File: src/rtl/multicycle_control_pkg.sv
// Shared encodings for the multi-cycle MIPS controller: opcodes, FSM states,
// datapath select codes and the bundled control word.
package multicycle_control_pkg;

    localparam logic [5:0] OP_RTYPE = 6'b000000;
    localparam logic [5:0] OP_LW    = 6'b100011;
    localparam logic [5:0] OP_SW    = 6'b101011;
    localparam logic [5:0] OP_BEQ   = 6'b000100;
    localparam logic [5:0] OP_BNE   = 6'b000101;
    localparam logic [5:0] OP_BGTZ  = 6'b000111;
    localparam logic [5:0] OP_ADDI  = 6'b001000;
    localparam logic [5:0] OP_ORI   = 6'b001101;
    localparam logic [5:0] OP_J     = 6'b000010;

    localparam logic [1:0] ALU_ADD  = 2'b00;
    localparam logic [1:0] ALU_SUB  = 2'b01;
    localparam logic [1:0] ALU_FUNC = 2'b10;
    localparam logic [1:0] ALU_OR   = 2'b11;

    localparam logic [1:0] SRCB_REGB    = 2'b00;
    localparam logic [1:0] SRCB_FOUR    = 2'b01;
    localparam logic [1:0] SRCB_IMM     = 2'b10;
    localparam logic [1:0] SRCB_IMM_SH2 = 2'b11;

    localparam logic [1:0] PC_SRC_ALU    = 2'b00;
    localparam logic [1:0] PC_SRC_ALUOUT = 2'b01;
    localparam logic [1:0] PC_SRC_JUMP   = 2'b10;

    typedef enum logic [3:0] {
        FETCH  = 4'd0,
        DECODE = 4'd1,
        MEMADR = 4'd2,
        MEMRD  = 4'd3,
        MEMWB  = 4'd4,
        MEMWR  = 4'd5,
        EXEC   = 4'd6,
        RWB    = 4'd7,
        BRANCH = 4'd8,
        JUMP   = 4'd9,
        IEXEC  = 4'd10,
        IWB    = 4'd11
    } state_e;

    typedef struct packed {
        logic       mem_rd;
        logic       mem_wr;
        logic       iord;
        logic       ir_write;
        logic       pc_write;
        logic [1:0] pc_src;
        logic       alu_src_a;
        logic [1:0] alu_src_b;
        logic [1:0] alu_op;
        logic       ext_op;
        logic       reg_wr;
        logic       reg_dst;
        logic       mem_to_reg;
        logic       illegal_op;
    } ctrl_t;

    function automatic logic is_supported(input logic [5:0] op);
        case (op)
            OP_RTYPE, OP_LW, OP_SW, OP_BEQ, OP_BNE,
            OP_BGTZ, OP_ADDI, OP_ORI, OP_J: return 1'b1;
            default:                        return 1'b0;
        endcase
    endfunction

endpackage

File: src/rtl/multicycle_control_if.sv
// Controller <-> datapath/memory bundle: opcode and flags in, enables/selects out.
interface multicycle_control_if #(
    parameter int STATE_W = 4
);
    logic [5:0]         opcode;
    logic               zero;
    logic               msb;
    logic               mem_ready;
    logic               mem_rd;
    logic               mem_wr;
    logic               iord;
    logic               ir_write;
    logic               pc_write;
    logic [1:0]         pc_src;
    logic               alu_src_a;
    logic [1:0]         alu_src_b;
    logic [1:0]         alu_op;
    logic               ext_op;
    logic               reg_wr;
    logic               reg_dst;
    logic               mem_to_reg;
    logic               illegal_op;
    logic [STATE_W-1:0] state_o;

    modport master (
        input  opcode, zero, msb, mem_ready,
        output mem_rd, mem_wr, iord, ir_write, pc_write, pc_src, alu_src_a,
               alu_src_b, alu_op, ext_op, reg_wr, reg_dst, mem_to_reg,
               illegal_op, state_o
    );

    modport slave (
        output opcode, zero, msb, mem_ready,
        input  mem_rd, mem_wr, iord, ir_write, pc_write, pc_src, alu_src_a,
               alu_src_b, alu_op, ext_op, reg_wr, reg_dst, mem_to_reg,
               illegal_op, state_o
    );
endinterface

File: src/rtl/multicycle_control_output_decode.sv
// Combinational map from FSM state (plus opcode, ALU flags and mem_ready for the
// Mealy terms) to the datapath control word.
module multicycle_control_output_decode
    import multicycle_control_pkg::*;
(
    input  state_e     state,
    input  logic [5:0] opcode,
    input  logic       zero,
    input  logic       msb,
    input  logic       mem_ready,
    output ctrl_t      ctrl
);

    always_comb begin
        // NOTE: assigning the whole word first keeps every path latch-free and
        // makes unlisted outputs 0 in every state.
        ctrl = '0;
        case (state)
            FETCH: begin
                ctrl.mem_rd    = 1'b1;
                ctrl.alu_src_b = SRCB_FOUR;
                ctrl.alu_op    = ALU_ADD;
                ctrl.pc_src    = PC_SRC_ALU;
                ctrl.ir_write  = mem_ready;
                ctrl.pc_write  = mem_ready;
            end
            DECODE: begin
                ctrl.alu_src_b  = SRCB_IMM_SH2;
                ctrl.ext_op     = 1'b1;
                ctrl.alu_op     = ALU_ADD;
                ctrl.illegal_op = !is_supported(opcode);
            end
            MEMADR: begin
                ctrl.alu_src_a = 1'b1;
                ctrl.alu_src_b = SRCB_IMM;
                ctrl.ext_op    = 1'b1;
                ctrl.alu_op    = ALU_ADD;
            end
            MEMRD: begin
                ctrl.mem_rd = 1'b1;
                ctrl.iord   = 1'b1;
            end
            MEMWB: begin
                ctrl.reg_wr     = 1'b1;
                ctrl.mem_to_reg = 1'b1;
            end
            MEMWR: begin
                ctrl.mem_wr = 1'b1;
                ctrl.iord   = 1'b1;
            end
            EXEC: begin
                ctrl.alu_src_a = 1'b1;
                ctrl.alu_src_b = SRCB_REGB;
                ctrl.alu_op    = ALU_FUNC;
            end
            RWB: begin
                ctrl.reg_wr  = 1'b1;
                ctrl.reg_dst = 1'b1;
            end
            IEXEC: begin
                ctrl.alu_src_a = 1'b1;
                ctrl.alu_src_b = SRCB_IMM;
                ctrl.ext_op    = (opcode != OP_ORI);
                ctrl.alu_op    = (opcode == OP_ORI) ? ALU_OR : ALU_ADD;
            end
            IWB: ctrl.reg_wr = 1'b1;
            BRANCH: begin
                ctrl.alu_src_a = 1'b1;
                ctrl.alu_src_b = SRCB_REGB;
                ctrl.alu_op    = ALU_SUB;
                ctrl.pc_src    = PC_SRC_ALUOUT;
                case (opcode)
                    OP_BEQ:  ctrl.pc_write = zero;
                    OP_BNE:  ctrl.pc_write = !zero;
                    OP_BGTZ: ctrl.pc_write = !zero && !msb;
                    default: ctrl.pc_write = 1'b0;
                endcase
            end
            JUMP: begin
                ctrl.pc_write = 1'b1;
                ctrl.pc_src   = PC_SRC_JUMP;
            end
            default: ctrl = '0;
        endcase
    end

endmodule

File: src/rtl/multicycle_control.sv
// Multi-cycle MIPS sequencer: state register and next-state logic; the output
// map lives in multicycle_control_output_decode.
module multicycle_control
    import multicycle_control_pkg::*;
#(
    parameter int STATE_W = 4
) (
    input  logic                  clk,
    input  logic                  reset,
    multicycle_control_if.master  bus
);

    state_e state_q, state_d;
    ctrl_t  ctrl, ctrl_out;

    multicycle_control_output_decode u_decode (
        .state     (state_q),
        .opcode    (bus.opcode),
        .zero      (bus.zero),
        .msb       (bus.msb),
        .mem_ready (bus.mem_ready),
        .ctrl      (ctrl)
    );

    always_comb begin
        state_d = state_q;
        case (state_q)
            FETCH:  state_d = bus.mem_ready ? DECODE : FETCH;
            DECODE: begin
                case (bus.opcode)
                    OP_LW, OP_SW:             state_d = MEMADR;
                    OP_RTYPE:                 state_d = EXEC;
                    OP_BEQ, OP_BNE, OP_BGTZ:  state_d = BRANCH;
                    OP_J:                     state_d = JUMP;
                    OP_ADDI, OP_ORI:          state_d = IEXEC;
                    default:                  state_d = FETCH;
                endcase
            end
            MEMADR: state_d = (bus.opcode == OP_SW) ? MEMWR : MEMRD;
            MEMRD:  state_d = bus.mem_ready ? MEMWB : MEMRD;
            MEMWR:  state_d = bus.mem_ready ? FETCH : MEMWR;
            EXEC:   state_d = RWB;
            IEXEC:  state_d = IWB;
            MEMWB, RWB, IWB, BRANCH, JUMP: state_d = FETCH;
            default: state_d = FETCH;
        endcase
    end

    // NOTE: sequential state uses non-blocking assignment so every flop samples
    // pre-edge values regardless of block ordering.
    always_ff @(posedge clk or posedge reset) begin
        if (reset) state_q <= FETCH;
        else       state_q <= state_d;
    end

    // Outputs are forced quiet while reset is held so an abandoned access
    // cannot issue a stray write or load.
    always_comb begin
        ctrl_out = reset ? '0 : ctrl;
    end

    assign bus.mem_rd     = ctrl_out.mem_rd;
    assign bus.mem_wr     = ctrl_out.mem_wr;
    assign bus.iord       = ctrl_out.iord;
    assign bus.ir_write   = ctrl_out.ir_write;
    assign bus.pc_write   = ctrl_out.pc_write;
    assign bus.pc_src     = ctrl_out.pc_src;
    assign bus.alu_src_a  = ctrl_out.alu_src_a;
    assign bus.alu_src_b  = ctrl_out.alu_src_b;
    assign bus.alu_op     = ctrl_out.alu_op;
    assign bus.ext_op     = ctrl_out.ext_op;
    assign bus.reg_wr     = ctrl_out.reg_wr;
    assign bus.reg_dst    = ctrl_out.reg_dst;
    assign bus.mem_to_reg = ctrl_out.mem_to_reg;
    assign bus.illegal_op = ctrl_out.illegal_op;
    assign bus.state_o    = STATE_W'(state_q);

endmodule

File: src/flat_wrapper.sv
// flat-port wrapper written by rule: the top's interface ports become plain ports
module multicycle_control_flat import multicycle_control_pkg::*;
#(
    parameter int STATE_W = 4
)
  (clk, reset, bus_opcode, bus_zero, bus_msb, bus_mem_ready, bus_mem_rd, bus_mem_wr, bus_iord, bus_ir_write, bus_pc_write, bus_pc_src, bus_alu_src_a, bus_alu_src_b, bus_alu_op, bus_ext_op, bus_reg_wr, bus_reg_dst, bus_mem_to_reg, bus_illegal_op, bus_state_o);
  multicycle_control_if #(.STATE_W(STATE_W)) bus_i ();
  input  logic clk;
  input  logic reset;
  input wire logic [$bits(bus_i.opcode)-1:0] bus_opcode;
  input wire logic [$bits(bus_i.zero)-1:0] bus_zero;
  input wire logic [$bits(bus_i.msb)-1:0] bus_msb;
  input wire logic [$bits(bus_i.mem_ready)-1:0] bus_mem_ready;
  output wire logic [$bits(bus_i.mem_rd)-1:0] bus_mem_rd;
  output wire logic [$bits(bus_i.mem_wr)-1:0] bus_mem_wr;
  output wire logic [$bits(bus_i.iord)-1:0] bus_iord;
  output wire logic [$bits(bus_i.ir_write)-1:0] bus_ir_write;
  output wire logic [$bits(bus_i.pc_write)-1:0] bus_pc_write;
  output wire logic [$bits(bus_i.pc_src)-1:0] bus_pc_src;
  output wire logic [$bits(bus_i.alu_src_a)-1:0] bus_alu_src_a;
  output wire logic [$bits(bus_i.alu_src_b)-1:0] bus_alu_src_b;
  output wire logic [$bits(bus_i.alu_op)-1:0] bus_alu_op;
  output wire logic [$bits(bus_i.ext_op)-1:0] bus_ext_op;
  output wire logic [$bits(bus_i.reg_wr)-1:0] bus_reg_wr;
  output wire logic [$bits(bus_i.reg_dst)-1:0] bus_reg_dst;
  output wire logic [$bits(bus_i.mem_to_reg)-1:0] bus_mem_to_reg;
  output wire logic [$bits(bus_i.illegal_op)-1:0] bus_illegal_op;
  output wire logic [$bits(bus_i.state_o)-1:0] bus_state_o;
  assign bus_i.opcode = bus_opcode;
  assign bus_i.zero = bus_zero;
  assign bus_i.msb = bus_msb;
  assign bus_i.mem_ready = bus_mem_ready;
  assign bus_mem_rd = bus_i.mem_rd;
  assign bus_mem_wr = bus_i.mem_wr;
  assign bus_iord = bus_i.iord;
  assign bus_ir_write = bus_i.ir_write;
  assign bus_pc_write = bus_i.pc_write;
  assign bus_pc_src = bus_i.pc_src;
  assign bus_alu_src_a = bus_i.alu_src_a;
  assign bus_alu_src_b = bus_i.alu_src_b;
  assign bus_alu_op = bus_i.alu_op;
  assign bus_ext_op = bus_i.ext_op;
  assign bus_reg_wr = bus_i.reg_wr;
  assign bus_reg_dst = bus_i.reg_dst;
  assign bus_mem_to_reg = bus_i.mem_to_reg;
  assign bus_illegal_op = bus_i.illegal_op;
  assign bus_state_o = bus_i.state_o;
  multicycle_control #(.STATE_W(STATE_W)) u_core (.clk(clk), .reset(reset), .bus(bus_i));
endmodule
File: config.mk
export PLATFORM = sky130hd
export DESIGN_NAME = multicycle_control_flat
export DESIGN_NICKNAME = d
export VERILOG_FILES = /design/src/rtl/multicycle_control_pkg.sv /design/src/rtl/multicycle_control_if.sv /design/src/rtl/multicycle_control_output_decode.sv /design/src/rtl/multicycle_control.sv /design/src/flat_wrapper.sv
export SDC_FILE = /design/constraint.sdc
export NUM_CORES = 1
export LEC_CHECK = 0
export CORE_MARGIN = 5
export CORE_UTILIZATION = 42
export CTS_CLUSTER_SIZE = 16
export DETAILED_ROUTE_END_ITERATION = 10
export GPL_TIMING_DRIVEN = 0
export PLACE_DENSITY = 0.89
export SYNTH_ARGS = -nofsm -noshare
export SYNTH_HDL_FRONTEND = slang
export SYNTH_HIERARCHICAL = 1
export SYNTH_SLANG_ARGS = --single-unit
File: constraint.sdc
create_clock -name clk -period 1.71 [get_ports clk]
set_input_delay 0.171 -clock clk [delete_from_list [all_inputs] [get_ports clk]]
set_output_delay 0.171 -clock clk [all_outputs]
set_load 0.02 [all_outputs]
=== After elaboration in Yosys (flattened, before gate mapping) ===
Cells that the tools add are included.

* Equality and inequality tests: 20
* Mux-type cells: 23
* Reductions and logical operators: 15

{| class="wikitable"
|+ Operators with widths
! operator !! number
|-
| 4-bit one-hot mux with 7 select lines || 1
|-
| 4-bit one-hot mux with 6 select lines || 1
|-
| 4-bit one-hot mux with 5 select lines || 1
|-
| 6-bit by 3-bit == test with 1-bit output (second input constant) || 3
|-
| 17-bit two-way mux || 1
|-
| 4-bit by 3-bit == test with 1-bit output (second input constant) || 4
|-
| 4-bit == test (second input constant) || 4
|-
| 6-bit by 4-bit == test with 1-bit output (second input constant) || 2
|-
| 6-bit == test (second input constant) || 2
|-
| 1-bit two-way mux || 12
|-
| 2-bit OR reduction || 5
|-
| 3-bit two-way mux || 3
|-
| 3-bit one-hot mux with 3 select lines || 1
|-
| 9-bit OR reduction || 1
|-
| 4-bit by 2-bit == test with 1-bit output (second input constant) || 2
|-
| 6-bit by 2-bit == test with 1-bit output (second input constant) || 1
|-
| 6-bit logical NOT || 1
|-
| 6-bit by 4-bit inequality test with 1-bit output (second input constant) || 1
|-
| 3-bit OR reduction || 2
|-
| 4-bit by 1-bit == test with 1-bit output (second input constant) || 1
|-
| 4-bit logical NOT || 1
|-
| 4-bit OR reduction || 1
|-
| 1-bit logical NOT || 3
|-
| 1-bit one-hot mux with 3 select lines || 1
|-
| other kinds (3) || 3
|}

* Register bits: 4
* Word-level logic and storage cells: 59

=== Longest topological paths before layout ===
Gate-level depths: netlist (run 1).

* Depth in word-level cells: 7
* Depth in mapped cells: 5
* Depth with buffers taken out: 4

=== By module ===
The synthesis (run 1) kept the hierarchy.

{| class="wikitable"
|+ By module, submodules not included
! module !! times used !! cells an instance !! area each (um^2)
|-
| multicycle_control || 1 || 61 || 456.7
|-
| multicycle_control_output_decode || 1 || 49 || 321.6
|}

=== Worst setup path after synthesis (run 1) ===
Ideal clock, no wire load.

* Path type: flip-flop to output port
* From: reg u_core.state_q[0], in the netlist u_core/bus.state_o[0]
* To: out bus_pc_write
* Data arrival time: 1.718 ns
* Data required time: 1.539 ns
* Setup slack: -0.179 ns
* Stages on the path, launching flop included: 6
* Path buffers: 1
* Cells stage by stage: dfrtp_1 buf_6 or3b_1 a211o_1 o41ai_1 nor2b_1

{| class="wikitable"
|+ RTL lines
! item !! line !! RTL
|-
| from (decl) || multicycle_control.sv:13 || <nowiki>state_e state_q, state_d;</nowiki>
|-
| from (signal assigned) || multicycle_control.sv:53 || <nowiki>else state_q <= state_d;</nowiki>
|-
| to (decl) || flat_wrapper.sv:18 || <nowiki>output wire logic [$bits(bus_i.pc_write)-1:0] bus_pc_write;</nowiki>
|}

==> out/results.tsv, run 1 <==
stage	metric	value	unit
worst_setup_path	crit_type	flop to output port	
drt	drtIter0Drc	16	
timing	relSlewSlack	74.9	%
placed_design	dp_hpwl	1.70	mm
yosys	yosysSeqAreaShare	12.9	%
worst_setup_path	required	1.54	ns
drt	post_drt_wl_per_cell	15.9	um
drt	vias	1078	
yosys	post_synth_inst_count	110	
placed_design	placed_cell_area	1130	um2
timing	clock.fmax	0.513	GHz
power	power	1.60	mW
run	maxCapViolCount	0	
power	p_leak	0.624	nW
placed_design	portBuffers	31	
worst_hold_path	hold_class	input pin to flop	
clock_network	cts_max_path_buffers	2	
yosys	synth_top_area_share	14.5	%
yosys	ys_seq_elements	4	
global_route	grt_max_degree	13	
finish	syn2layout_area_growth	73.5	%
yosys	synth_edf_count	0	
yosys	netlist_top_cells_area	nor2b_1, dfrtp_1, nor2_1	
yosys	synthFlopType	dfrtp_1	
global_route	grt-ovfl-total	0	
finish	fin_area	1350	um2
timing	setup_ws	-0.240	ns
timing	fin_crit	1.95	ns
drt	vias_per_cell	5.59	
finish	final_nets	180	
timing	post-route-period-util	114	%
drt	ant_nets	0	
global_route	grt_pass1_wl	4.24	mm
yosys	syn-cell-area	778	um2
drt	dr.pass1.iters	4	
clock_network	clk_pin_slew	0.04	ns
finish	largest_reg_flops	4	
yosys	yosysTopAreaCell	nor2b_1	
yosys	ys_types	41	
worst_hold_path	holdPathEnd	u_core/bus.state_o[0]$_DFF_PP0_	
yosys	synth_most_common_cell	nor2b_1	
clock_network	cts_hold_buf	0	
worst_setup_path	start_kind	flop	
power	powerDensity	1190	nW/um2
yosys	synth-async-reset-ratio	100	%
status	violations	setup timing	
yosys	syn_avg_cell_area	7.07	um2
timing	setup_viol	9	
worst_hold_path	hold_depth	3	
floorplanning	io_pins	32	
yosys	mappedNetlistNets	121	
yosys	ys_top_cells_by_count	nor2b_1, nor2_1, nand2_1	
global_route	grt_pass1_vias	1028	
worst_setup_path	worstReg2RegEnd	u_core/bus.state_o[2]$_DFF_PP0_	
clock_network	cts.sinks	4	
finish	drive_gt1_share	44.0	%
clock_network	htreeDepth	1	
timing	hold_violations	0	
worst_setup_path	ff2ff_setup_slack	0.05	ns
clock_network	cts_tree	yes	
timing	skew	0.00208	ns
timing	report.final.slew_viol_count	0	
worst_setup_path	arrival	1.78	ns
floorplanning	fp-row-count	15	
drt	drc	0	
worst_setup_path	end_kind	output port	
clock_network	cts_buffers	3	
timing	worst_slew_pin_slew	0.376	ns
finish	final_util	77.3	%
timing	rsz0062_at_grt	yes	
power	ir_drop	1.10	mV
worst_setup_path	r2r-start	u_core/bus.state_o[1]$_DFF_PP0_	
floorplanning	start_util	44.6	%
finish	fill_cells	136	
placed_design	gp_congestion	0.835	
worst_hold_path	hp-start	bus_opcode[1]	
clock_network	clock_latency	0.25	ns
global_route	grtUsageTotal	20.8	%
floorplanning	coreArea	1750	um2
floorplanning	dieWidth	53.0	um
yosys	yosys_warnings	6	
clock_network	cts-root-buf	clkbuf_4	
finish	antenna_cells	0	
worst_setup_path	crit_fanout	6	
global_route	antenna_found_initial	0	
status	status	complete, but fails checks	
floorplanning	dieArea	2810	um2
floorplanning	die_y	53.0	um
worst_setup_path	reg2regPathDepth	6	
drt	wl	3.08	mm
## layer usage
layer	wire length [um]	vias up	share of wire [%]	global-route usage (%)
met3	203	11	6.6	2.25
met5	0	-	0	0
met2	1570	44	51	40.1
li1	-	515	-	-
met4	89	0	2.9	14.5
met1	1210	508	39	20.1
## cells by family (layout without fill, tap and decap cells)
family	Yosys count	count (layout)	share of synthesized area, %
compound gates	22	22	21.4
mux	1	1	1.29
flops	4	4	12.9
xor+xnor	2	2	2.25
buf+inv	6	64	4.98
simple gates	75	75	57.2
## worst max-delay path, cell delays in order, from the launching register on
cell,delay (ns)
dfrtp_2,0.44
or3b_1,0.42
a211o_1,0.30
o41ai_2,0.06
nor2b_4,0.20
buf_6,0.12
## where the power goes
part	internal, mW	switching (mW)	leakage [nW]
Combinational	0.678	0.613	0.561
Clock	0.0882	0.0490	0.0150
Sequential	0.128	0.0488	0.0475
Total	0.894	0.711	0.624
## how the worst max path moves through the flow
stage,from,to,slack [ns],depth (start not counted)
3_3_place_gp,bus_opcode[2],bus_pc_write,-0.72,6
2_1_floorplan,u_core/bus.state_o[3]$_DFF_PP0_,bus_pc_write,-0.03,5
6_report,u_core/bus.state_o[3]$_DFF_PP0_,bus_pc_write,-0.24,5
3_5_place_dp,bus_opcode[0],bus_pc_write,-0.78,6
4_1_cts,u_core/bus.state_o[0]$_DFF_PP0_,bus_pc_write,-0.22,5
5_1_grt,u_core/bus.state_o[3]$_DFF_PP0_,bus_pc_write,-0.30,5
## cells in the final DEF (no fill, tap or decap), types with 2 or more instances in the layout
cell / n
a211o_1: 2
a211oi_1: 2
a21oi_1: 3
a21oi_2: 2
and3_1: 2
and4b_1: 2
buf_2: 7
buf_4: 27
buf_6: 6
clkbuf_2: 4
clkbuf_4: 4
clkdlybuf4s15_1: 2
clkdlybuf4s50_1: 5
dfrtp_2: 4
dlygate4sd2_1: 4
inv_1: 2
nand2_1: 7
nand2b_1: 2
nand2b_4: 2
nand3_1: 3
nand3b_1: 3
nor2_1: 13
nor2b_1: 13
nor2b_2: 3
nor2b_4: 2
nor3_1: 4
o21ai_0: 3
o21bai_1: 2
or2b_1: 2
or3b_1: 2
xnor2_1: 2
## cell type report
type	count	area (um2)	area share, %
timing repair buffer	57	454	33.6
tap	25	31.3	2.32
clock buffer	4	26.3	1.95
sequential	4	105	7.79
multi-input combinational	100	718	53.2
buffer	1	7.51	0.556
inverter	2	7.51	0.556
## timing repair
item | 4_1_cts | 5_1_grt
resized for setup | 77 | 39
buffers inserted | 13 | 13
pin swaps | 6 | 6
hold endpoints to repair | 0 | 0
setup endpoints to repair | 18 | 18
## through the flow
| stage | instances | hold slack, ns | TNS, ns | setup slack [ns] |
|---|---|---|---|---|
| 2_1_floorplan | 110 | 0.185 | -0.0329 | -0.0329 |
| 3_3_place_gp | 166 | 0.611 | -6.91 | -0.721 |
| 3_5_place_dp | 166 | 0.605 | -7.56 | -0.779 |
| 4_1_cts | 180 | 0.332 | -0.765 | -0.219 |
| 5_1_grt | 193 | 0.328 | -1.71 | -0.303 |
| 6_report | 193 | 0.301 | -0.777 | -0.240 |
(Power assumes the default switching activity.)
==> run 2, diff against run 1 <==
- SKIP_LAST_GASP: not set -> 1
- clock period: 1.71 -> 1.8 ns (I/O delays scaled with it)
==> run 2 against run 1 <==
Against the previous run: the flow still finishes with violations (setup timing); core utilization is 5.4 points lower; cell count is 5.7% lower; die area stayed put; global-route usage is 2.0 points lower; sequential power is 8% lower; clock power is 14% lower; clock skew is 0.0075 ns higher; critical path depth stayed put; design area is 7.0% lower; critical path type unchanged.
==> out/results.tsv, run 2 (synthesis gave the netlist of run 1 again) <==
stage	metric	value	unit
status	status	complete, but fails checks	
status	violations	setup timing	
timing	relSlewSlack	73.9	%
global_route	grt_pass1_vias	937	
clock_network	cts-root-buf	clkbuf_4	
timing	setup_viol	3	
global_route	grt_max_degree	13	
clock_network	cts_buffers	3	
timing	fin_hold_ws	0.303	ns
power	p_leak	0.561	nW
finish	largest_reg_flops	4	
finish	regArea	105	um2
run	maxCapViolCount	0	
clock_network	cts_tree	yes	
finish	final_common_cell	buf_4	
worst_setup_path	crit_type	flop to output port	
floorplanning	dieArea	2810	um2
floorplanning	fp-row-count	15	
floorplanning	io_pins	32	
timing	report.final.slew_viol_count	0	
placed_design	portBuffers	31	
global_route	grt-ovfl-total	0	
timing	skew	0.00953	ns
worst_setup_path	start_kind	flop	
timing	worst_slew_pin_slew	0.391	ns
placed_design	detailedPlace.worstSlack	-0.623	ns
finish	syn2layout_area_growth	61.4	%
worst_setup_path	end_kind	output port	
timing	fin_crit	1.86	ns
finish	antenna_cells	0	
drt	drc	0	
finish	final_nets	170	
drt	post_drt_wl_per_cell	14.2	um
finish	stdcell_count	182	
finish	drive_gt1_share	35.7	%
timing	hold_violations	0	
drt	dr.pass1.iters	4	
clock_network	htreeDepth	1	
finish	final_cell_mix	buf_4, nor2_1, nor2b_1	
drt	wl	2.58	mm
power	ir_drop	0.867	mV
timing	setup_ws	-0.0640	ns
placed_design	numPlacedInstances	166	
worst_setup_path	arrival	1.68	ns
clock_network	cts.sinks	4	
finish	fill_cells	155	
worst_setup_path	crit_fanout	6	
placed_design	gp_congestion	0.895	
timing	rsz0062_at_grt	yes	
timing	post-route-period-util	104	%
clock_network	clk_pin_slew	0.04	ns
worst_hold_path	hold_class	input pin to flop	
floorplanning	coreArea	1750	um2
drt	ant_nets	0	
drt	vias	1016	
floorplanning	start_util	44.6	%
timing	clock.fmax	0.536	GHz
drt	drtIter0Drc	22	
clock_network	cts_max_path_buffers	2	
drt	vias_per_cell	5.58	
power	powerDensity	1100	nW/um2
floorplanning	die_y	53.0	um
worst_setup_path	required	1.62	ns
floorplanning	dieWidth	53.0	um
global_route	antenna_found_initial	0	
global_route	grt_pass1_wl	4.00	mm
clock_network	cts_hold_buf	0	
placed_design	dp_hpwl	1.60	mm
clock_network	clock_latency	0.24	ns
finish	multi_input_area	698	um2
global_route	grtUsageTotal	18.7	%
run 2: changes by cell type in the layout (fill, tap and decap cells not counted), sizes merged:
cell           previous run  this run
buf                      40        24
clkdlybuf4s50             5         6
dlygate4sd2               4         8
run 2: metal layers:
layer | share of wire (%) | global-route usage (%) | up-vias | routed length, um
met4 | 3.3 | 5.96 | 0 | 84
met3 | 7.2 | 3.66 | 8 | 186
met2 | 50 | 36.2 | 42 | 1290
met5 | 0 | 0 | - | 0
li1 | - | - | 493 | -
met1 | 39 | 20.0 | 473 | 1010
run 2: power breakdown:
part | leakage [nW] | switching [mW] | internal [mW]
sequential | 0.0475 | 0.0417 | 0.122
clock | 0.0138 | 0.0426 | 0.0750
combinational | 0.500 | 0.529 | 0.568
run 2: final timing paths:
check                                                     start                         endpoint  slack [ns]  cells after the start
worst min-delay path                              bus_opcode[1]  u_core/bus.state_o[0]$_DFF_PP0_        0.30                      3
worst max-delay path            u_core/bus.state_o[3]$_DFF_PP0_                     bus_pc_write       -0.06                      5
worst min register to register  u_core/bus.state_o[2]$_DFF_PP0_  u_core/bus.state_o[3]$_DFF_PP0_        0.82                      3
worst max register to register  u_core/bus.state_o[0]$_DFF_PP0_  u_core/bus.state_o[2]$_DFF_PP0_        0.14                      6
max in group asynchronous                                 reset  u_core/bus.state_o[3]$_DFF_PP0_        1.28                      3
min in group asynchronous                                 reset  u_core/bus.state_o[2]$_DFF_PP0_        0.35                      3
run 2: critical path, cell delays in order, from the launching register on:
cell and delay [ns]:
dfrtp_2 0.43, or3b_1 0.38, a211o_1 0.27, o41ai_1 0.05, nor2b_2 0.20, buf_6 0.12
run 2: stage by stage:
stage / power, mW / util (%) / TNS, ns / instance area [um2]
after floorplan: 0.756 / - / -0.0164 / 783
after global placement: 1.04 / 64.4 / -5.10 / 1120
after detailed placement: 1.06 / 64.4 / -5.39 / 1120
after CTS: 1.25 / 69.0 / -0.183 / 1200
after global routing: 1.48 / 72.0 / -0.528 / 1260
final: 1.38 / 72.0 / -0.128 / 1260
run 2: cell type report:
class / instances / area share, %
repair buffers: 47 / 30.6
flip-flops and latches: 4 / 8.37
multi-input cells: 100 / 55.6
plain buffers: 1 / 0.598
well taps: 25 / 2.49
inverters: 2 / 0.598
clock buffers: 3 / 1.79
run 2: what timing repair did:
item                                    CTS  global route
endpoints found under the setup margin   17            13
pin swaps                                 4             3
resized for setup                        63            31
hold endpoints to repair                  0             0
buffers inserted                         10             6
